**config.mk**
```make
export PLATFORM = sky130hd
export DESIGN_NAME = uart_tx_peripheral
export DESIGN_NICKNAME = d
export VERILOG_FILES = /design/src/rtl/uart_tx_peripheral.sv
export SDC_FILE = /design/constraint.sdc
export NUM_CORES = 1
export LEC_CHECK = 0
export ABC_CLOCK_PERIOD_IN_PS = 2350
export BUFFER_PORTS_ARGS = -buffer_cell sky130_fd_sc_hd__buf_2
export CAP_MARGIN = 10
export CORE_MARGIN = 2
export CORE_UTILIZATION = 43
export DETAILED_ROUTE_END_ITERATION = 8
export PLACE_DENSITY = 0.78
export SYNTH_ARGS = -nofsm -noshare
export SYNTH_HDL_FRONTEND = slang
export SYNTH_SLANG_ARGS = --single-unit
```
**constraint.sdc**
```tcl
create_clock -name clock -period 2.35 [get_ports clock]
set_input_delay 0.235 -clock clock [delete_from_list [all_inputs] [get_ports clock]]
set_output_delay 0.235 -clock clock [all_outputs]
set_load 0.05 [all_outputs]
```
**src/rtl/uart_tx_peripheral.sv**
```systemverilog
`default_nettype none
// ============================================================================
//  Module   : uart_tx_peripheral
//  Purpose  : Memory-mapped 8N1 UART transmitter with 4-entry byte FIFO
//  Revision : 1.0
// ============================================================================
module uart_tx_peripheral #(
   parameter int          CLKS_PER_BIT   = 16,
   parameter logic [31:0] TX_ADDRESS     = 32'd252,
   parameter logic [31:0] STATUS_ADDRESS = 32'd253
) (
   input  logic        clock,
   input  logic        reset,
   input  logic [31:0] mem_address,
   input  logic [63:0] data_in,
   input  logic        mem_write_en,
   input  logic        mem_read,
   output logic [63:0] data_out,
   output logic        data_oe,
   output logic        tx,
   output logic        tx_busy
);

   localparam logic [1:0]  c_IDLE      = 2'd0;
   localparam logic [1:0]  c_START     = 2'd1;
   localparam logic [1:0]  c_DATA      = 2'd2;
   localparam logic [1:0]  c_STOP      = 2'd3;
   localparam logic [15:0] c_BAUD_LAST = 16'(CLKS_PER_BIT - 1);

   logic [1:0]  r_state;
   logic [15:0] r_baud;
   logic [2:0]  r_bit;
   logic [7:0]  r_shift;
   logic        r_tx;
   logic [7:0]  r_fifo [4];
   logic [1:0]  r_wr_ptr;
   logic [1:0]  r_rd_ptr;
   logic [2:0]  r_count;
   logic        r_overflow;

   logic [1:0]  w_state_next;
   logic [15:0] w_baud_next;
   logic [2:0]  w_bit_next;
   logic        w_tx_next;
   logic        w_baud_done;
   logic        w_push_req;
   logic        w_push;
   logic        w_ovf_evt;
   logic        w_pop;
   logic        w_status_rd;
   logic        w_full;
   logic        w_empty;
   logic        w_unused;

   assign w_unused    = ^data_in[63:8];
   assign w_full      = (r_count == 3'd4);
   assign w_empty     = (r_count == 3'd0);
   assign w_push_req  = mem_write_en && (mem_address == TX_ADDRESS);
   assign w_push      = w_push_req && !w_full;
   // A full-FIFO write is dropped even when IDLE frees a slot on the same edge.
   assign w_ovf_evt   = w_push_req && w_full;
   assign w_pop       = (r_state == c_IDLE) && !w_empty;
   assign w_status_rd = mem_read && (mem_address == STATUS_ADDRESS);
   assign w_baud_done = (r_baud == c_BAUD_LAST);

   always_ff @(posedge clock) begin
      if (reset) begin
         r_state    <= c_IDLE;
         r_baud     <= 16'd0;
         r_bit      <= 3'd0;
         r_shift    <= 8'd0;
         r_tx       <= 1'b1;
         r_wr_ptr   <= 2'd0;
         r_rd_ptr   <= 2'd0;
         r_count    <= 3'd0;
         r_overflow <= 1'b0;
      end else begin
         r_state <= w_state_next;
         r_baud  <= w_baud_next;
         r_bit   <= w_bit_next;
         r_tx    <= w_tx_next;
         if (w_push) begin
            r_fifo[r_wr_ptr] <= data_in[7:0];
            r_wr_ptr         <= r_wr_ptr + 2'd1;
         end
         if (w_pop) begin
            r_shift  <= r_fifo[r_rd_ptr];
            r_rd_ptr <= r_rd_ptr + 2'd1;
         end
         case ({w_push, w_pop})
            2'b10:   r_count <= r_count + 3'd1;
            2'b01:   r_count <= r_count - 3'd1;
            default: r_count <= r_count;
         endcase
         if (w_ovf_evt) begin
            r_overflow <= 1'b1;
         end else if (w_status_rd) begin
            r_overflow <= 1'b0;
         end
      end
   end

   always_comb begin
      w_state_next = r_state;
      w_baud_next  = r_baud + 16'd1;
      w_bit_next   = r_bit;
      case (r_state)
         c_IDLE: begin
            w_baud_next = 16'd0;
            w_bit_next  = 3'd0;
            if (w_pop) begin
               w_state_next = c_START;
            end
         end
         c_START: begin
            if (w_baud_done) begin
               w_state_next = c_DATA;
               w_baud_next  = 16'd0;
               w_bit_next   = 3'd0;
            end
         end
         c_DATA: begin
            if (w_baud_done) begin
               w_baud_next = 16'd0;
               if (r_bit == 3'd7) begin
                  w_state_next = c_STOP;
               end else begin
                  w_bit_next = r_bit + 3'd1;
               end
            end
         end
         default: begin
            if (w_baud_done) begin
               w_state_next = c_IDLE;
               w_baud_next  = 16'd0;
            end
         end
      endcase
   end

   // tx is registered from the next state so the line changes on the same edge as the FSM.
   always_comb begin
      w_tx_next = 1'b1;
      case (w_state_next)
         c_START: w_tx_next = 1'b0;
         c_DATA:  w_tx_next = r_shift[w_bit_next];
         default: w_tx_next = 1'b1;
      endcase
      tx      = r_tx;
      tx_busy = (r_state != c_IDLE);
      data_oe = w_status_rd;
      if (w_status_rd) begin
         data_out = {60'd0, w_full, w_empty, tx_busy, r_overflow};
      end else begin
         data_out = 64'd0;
      end
   end

endmodule
`default_nettype wire

```
# After elaboration in Yosys (flattened, before gate mapping)
# Memory sizes are Yosys's and may differ from the RTL's. A register that Yosys moved wholly into a read port is not among the register bits.
# Index checks and enable logic that the tools add are counted.
dict set report op_classes {
  add_sub_neg 6
  n_eq_ne 11
  order_cmp 1
  muxes 20
  n_reduce_logical 13
}
# cell n
set ops {}
lappend ops {{equality test 32 x 8 -> 1 bit (second input constant)} 2}
lappend ops {{adder 16 x 1 -> 16 bit (second input constant)} 1}
lappend ops {{equality test 16 x 4 -> 1 bit (second input constant)} 1}
lappend ops {{two-way mux 2 bit} 5}
lappend ops {{two-way mux 3 bit} 3}
lappend ops {{case mux 3 bit (3 select lines)} 1}
lappend ops {{adder 3 x 1 -> 3 bit (second input constant)} 2}
lappend ops {{equality test 2 x 1 -> 1 bit (second input constant)} 3}
lappend ops {{equality test 2 bit (second input constant)} 3}
lappend ops {{equality test 3 bit (second input constant)} 2}
lappend ops {{two-way mux 1 bit} 6}
lappend ops {{case mux 2 bit (3 select lines)} 1}
lappend ops {{case mux 3 bit (2 select lines)} 1}
lappend ops {{nonzero test 2 bit} 3}
lappend ops {{logical AND 1 bit} 5}
lappend ops {{adder 2 x 1 -> 2 bit (second input constant)} 2}
lappend ops {{less-than comparator 3 x 4 -> 1 bit (second input constant)} 1}
lappend ops {{two-way mux 4 bit} 1}
lappend ops {{binary-select mux 1 bit (select 3 bit)} 1}
lappend ops {{zero test 3 bit} 1}
lappend ops {{OR reduction 3 bit} 1}
lappend ops {{subtractor 3 x 1 -> 3 bit (second input constant)} 1}
lappend ops {{zero test 1 bit} 2}
lappend ops {{zero test 2 bit} 1}
lappend ops {{case mux 1 bit (2 select lines)} 1}
dict set report word_totals {
  n_memories 1
  inputBits 100
  ram_bits 32
  reg_bits 30
}
# name words word_bits read_ports rd_ports_with_merged_regs wr line_no
set mem_list {}
lappend mem_list {r_fifo 4 8 1 1 1 35} ;# logic [7:0] r_fifo [4];

# Depth between registers and ports, before layout
dict set report depth {
  depth_word 7
  ltp_mapped 12
  depth_no_buf 11
}

# Worst setup path after synthesis
# Ideal clock, no wire load.
dict set report synth_timing {
  kind {input -> output}
  startpoint {input port mem_address[7]}
  endpoint {output port data_out[2]}
  t_arrival_ps 2593
  cell_stages 6
  path_buffers 0
  setup_slack_ps -478
  cell_sequence {nand4_1 > nor4_1 > nand3_1 > nor3_1 > nand3_1 > nor4_1}
}
dict set report synth_via {
  elab_chain_len 3
}
# element line_no
set synth_rtl {}
lappend synth_rtl {{start, declared} 14} ;# input logic [31:0] mem_address,
lappend synth_rtl {{equality test 32 x 8 -> 1 bit} 63} ;# assign w_status_rd = mem_read && (mem_address == STATUS_ADDRESS);
lappend synth_rtl {{logical AND 1 bit} 63}
lappend synth_rtl {{two-way mux 4 bit} 152} ;# if (w_status_rd) begin
lappend synth_rtl {{end, declared} 18} ;# output logic [63:0] data_out,
# No other way between the ends.

# Final worst setup path
dict set report layout_timing {
  startpoint {register r_baud[0]}
  endpoint {register r_tx (netlist: tx)}
}
dict set report layout_via {
  elab_chain_len 6
  elab_cells_between_ends 13
}
# element line_no
set layout_rtl {}
lappend layout_rtl {{start, declared} 31} ;# logic [15:0] r_baud;
lappend layout_rtl {{start signal, assigned} 79} ;# r_baud <= w_baud_next;
lappend layout_rtl {{equality test 16 x 4 -> 1 bit *} 64} ;# assign w_baud_done = (r_baud == c_BAUD_LAST);
lappend layout_rtl {{two-way mux 3 bit (on tied branches)} {123, 116}}
lappend layout_rtl {{case mux 3 bit (3 select lines)} 107} ;# case (r_state)
lappend layout_rtl {{binary-select mux 1 bit (select 3 bit)} 146} ;# c_DATA: w_tx_next = r_shift[w_bit_next];
lappend layout_rtl {{two-way mux 1 bit (implied by the code)} 146}
lappend layout_rtl {{case mux 1 bit (2 select lines) *} 144} ;# case (w_state_next)
lappend layout_rtl {{end signal, assigned} 81} ;# r_tx <= w_tx_next;
lappend layout_rtl {{end, declared} 34} ;# logic r_tx;
# Every way passes the cells marked *; elsewhere a longest branch is shown, timed or not. The select of a mux whose other input is x is not followed.
# A chain may end at the register's enable or synchronous reset.

==> impl_metrics.env <==
export IMPL_status="complete, no violations"
export IMPL_synthCells=350
export IMPL_placed_area_um2=3830
export IMPL_cts_buffers_inserted=9
export IMPL_core_area_um2=8220
export IMPL_worst_setup_path_start_kind="flop"
export IMPL_dp_cells=504
export IMPL_fmax_mhz=449
export IMPL_r2r_slack_ns=0.12
export IMPL_whs_ns=0.103
export IMPL_use_met2_pct=26.6
export IMPL_die_area_um2=9190
export IMPL_layout_min_cycle_time_ns=2.23
export IMPL_post_cts_buffers=0
export IMPL_die_height_um=95.9
export IMPL_place_hpwl_um=4680
export IMPL_track_usage_pct=14.7
export IMPL_synth_cell_types=49
export IMPL_ys_warn_count=0
export IMPL_worstReg2RegStart="r_baud[0]"
export IMPL_die_w_um=95.9
export IMPL_finalMaxSlewViolations=0
export IMPL_critPathArrivalTime_ns=2.45
export IMPL_clkSinkCount=70
export IMPL_worstHoldStart="data_in[1]"
export IMPL_cts_resized=0
export IMPL_antenna_found_initial=0
export IMPL_finalPower_mw=2.48
export IMPL_top_usage_layer="met2"
export IMPL_max_vdd_ir_drop_mv=0.422
export IMPL_drc=0
export IMPL_power_per_cell_area_nw_per_um2=611
export IMPL_cts_root_buf="clkbuf_8"
export IMPL_cts_htree_levels=3
export IMPL_start_util_pct=44.2
export IMPL_overflow=0
export IMPL_wirelength_um=6370
export IMPL_synth_ff_type="dfxtp_1"
export IMPL_grt_pass1_vias=2382
export IMPL_fin_skew_ns=0.00811
export IMPL_fin_area_um2=4060
export IMPL_nNetsFinal=518
export IMPL_tightest_slew_ns=0.588
export IMPL_grt_pass1_wl_um=10400
export IMPL_cts_tree="done"
export IMPL_area_growth_pct=11.8
export IMPL_drtPass1Iterations=4
export IMPL_clk_latency_ns=0.34
export IMPL_io_buffer_count=50
export IMPL_fp_row_count=33
export IMPL_yosysTopAreaCell="edfxtp_1"
export IMPL_clockBufferDepth=2
export IMPL_cp_max_fo=10
export IMPL_synth_cell_area_um2=3630
export IMPL_fin_cells=520
export IMPL_hp_class="in -> reg"
export IMPL_tns_ns=0
export IMPL_grt_use_met3_pct=2.90
export IMPL_endpoint_kind="flop"
export IMPL_post_route_util_pct=49.4
export IMPL_netlist_area_leader_share_pct=26.5
export IMPL_finalCritPeriodShare_pct=94.8
export IMPL_use_met1_pct=16.4
export IMPL_cp_startpoint="r_baud[0]"
export IMPL_drt_iter0_markers=108
export IMPL_place_gp_congestion=0.801
export IMPL_relSlewSlack_pct=60.8
export IMPL_clk_pin_slew_ns=0.08
export IMPL_ys_seq_elements=70
export IMPL_antenna_cells=0
export IMPL_syn_area_per_cell_um2=10.4
export IMPL_ys_seq_area_share_pct=47.4
export IMPL_power_leakage_nw=1.56
export IMPL_setup_viol=0
export IMPL_dr_total_vias=2555
export IMPL_pre_cts_ws_ns=0.0399
export IMPL_setup_slack_ns=0.122
export IMPL_wl_per_cell_um=12.2
export IMPL_post_drt_via_cell_ratio=4.91
export IMPL_required_ns=2.58
export IMPL_ant_nets=0
export IMPL_grt_max_degree=28
export IMPL_hold_buffers=0
export IMPL_critPathKind="reg -> reg"
export IMPL_layout_drive_gt1_share_pct=25.5
export IMPL_ios=167
export IMPL_yosys_top_cells_area="edfxtp_1 (26%), dfxtp_1 (21%), buf_4 (13%), mux4_2 (5.0%), nand2_1 (3.7%)"
export IMPL_async_reset_ff_share_pct=0
export IMPL_synth_edf_count=32
export IMPL_hold_viol_final=0
export IMPL_cap_violations=0
-- worst paths after layout --
kind | endpoint | depth (start not counted)
max | tx | 10
min | r_fifo[3][1] | 1
max reg2reg | tx | 10
min reg2reg | r_baud[0] | 1
-- power breakdown --
part           switching [mW]  internal (mW)  total (mW)
sequential      0.00000000170           1.27        1.27
combinational           0.233         0.0271       0.260
clock                   0.458          0.492       0.949
-- sequential cells by signal, summed over array words and instances (netlist names) --
register	count
r_state	2
r_rd_ptr	2
r_baud	16
r_count	3
r_fifo	32
r_overflow	1
tx	1
r_bit	3
r_wr_ptr	2
r_shift	8
-- kinds of logic (layout without fill, tap and decap cells) --
group                      count (synthesis)  after routing  share of synthesized area (%)
AOI/OAI and AO/OA                         41             41                           8.04
xor gates and xnor gates                  17             17                           4.10
adders and majority gates                  8              8                           2.97
buffers and inverters                     85             91                           15.3
DFF                                       70             70                           47.4
muxes                                     10             10                           5.55
other                                      1             60                          0.103
and+or+nand+nor                          118            118                           16.4
-- synth_stat cells (2+ instances only) --
cell,number
a221oi_1,2
mux4_2,8
nand3_1,9
nor2_1,30
clkbuf_1,10
o21ai_0,5
ha_1,7
nand2_1,36
xor2_1,10
buf_4,61
dfxtp_1,38
nor2b_1,2
nor4_2,3
a41o_1,2
nor3b_1,4
and4_1,2
or3_1,5
and2_1,4
nor3_1,4
nor4_1,7
a21oi_1,18
inv_1,11
nand4_1,3
edfxtp_1,32
xnor2_1,7
and3_1,6
a211o_1,2
-- worst max-delay path, stage by stage (launching register included) --
cell and delay [ns]:
dfxtp_2 0.34, ha_2 0.19, and3_4 0.21, nand4_1 0.16
buf_6 0.20, o211a_4 0.23, nor3_4 0.25, buf_4 0.18
o221ai_1 0.10, a21oi_1 0.20, a211oi_2 0.06
-- layout make-up --
| type | instances | area (um2) |
|---|---|---|
| Multi-Input combinational cell | 254 | 1610 |
| Clock buffer | 9 | 124 |
| Clock inverter | 7 | 73.8 |
| Tap cell | 105 | 131 |
| Sequential cell | 70 | 1720 |
| Inverter | 12 | 45.0 |
| Fill cell | 709 | 4160 |
| Timing Repair Buffer | 63 | 352 |
-- routing by layer --
layer  routed length (um)  part of all wire, %
met1                 2580                   41
met2                 3330                   52
met3                  343                  5.4
met4                  107                  1.7
met5                    0                    0
-- cells in the final DEF (no fill, tap or decap), types with 2 or more instances in the layout --
| cell | count |
|---|---|
| and3_1 | 5 |
| buf_2 | 50 |
| buf_4 | 12 |
| dfxtp_1 | 36 |
| xor2_1 | 10 |
| mux4_2 | 8 |
| nor2b_1 | 2 |
| and2_1 | 4 |
| nand2_1 | 34 |
| nor2_1 | 29 |
| clkbuf_8 | 9 |
| ha_1 | 6 |
| nor3_1 | 4 |
| nand4_1 | 3 |
| o21ai_0 | 5 |
| nor4_2 | 3 |
| clkinv_4 | 2 |
| inv_1 | 11 |
| or3_1 | 5 |
| nor4_1 | 6 |
| xnor2_1 | 7 |
| a41o_1 | 2 |
| a221oi_1 | 2 |
| edfxtp_1 | 32 |
| dfxtp_2 | 2 |
| a211o_1 | 2 |
| conb_1 | 60 |
| nor3b_1 | 4 |
| and4_1 | 2 |
| nand2_2 | 2 |
| a21oi_1 | 18 |
| nand3_1 | 9 |
No activity file was read; power rests on OpenSTA's default activity.
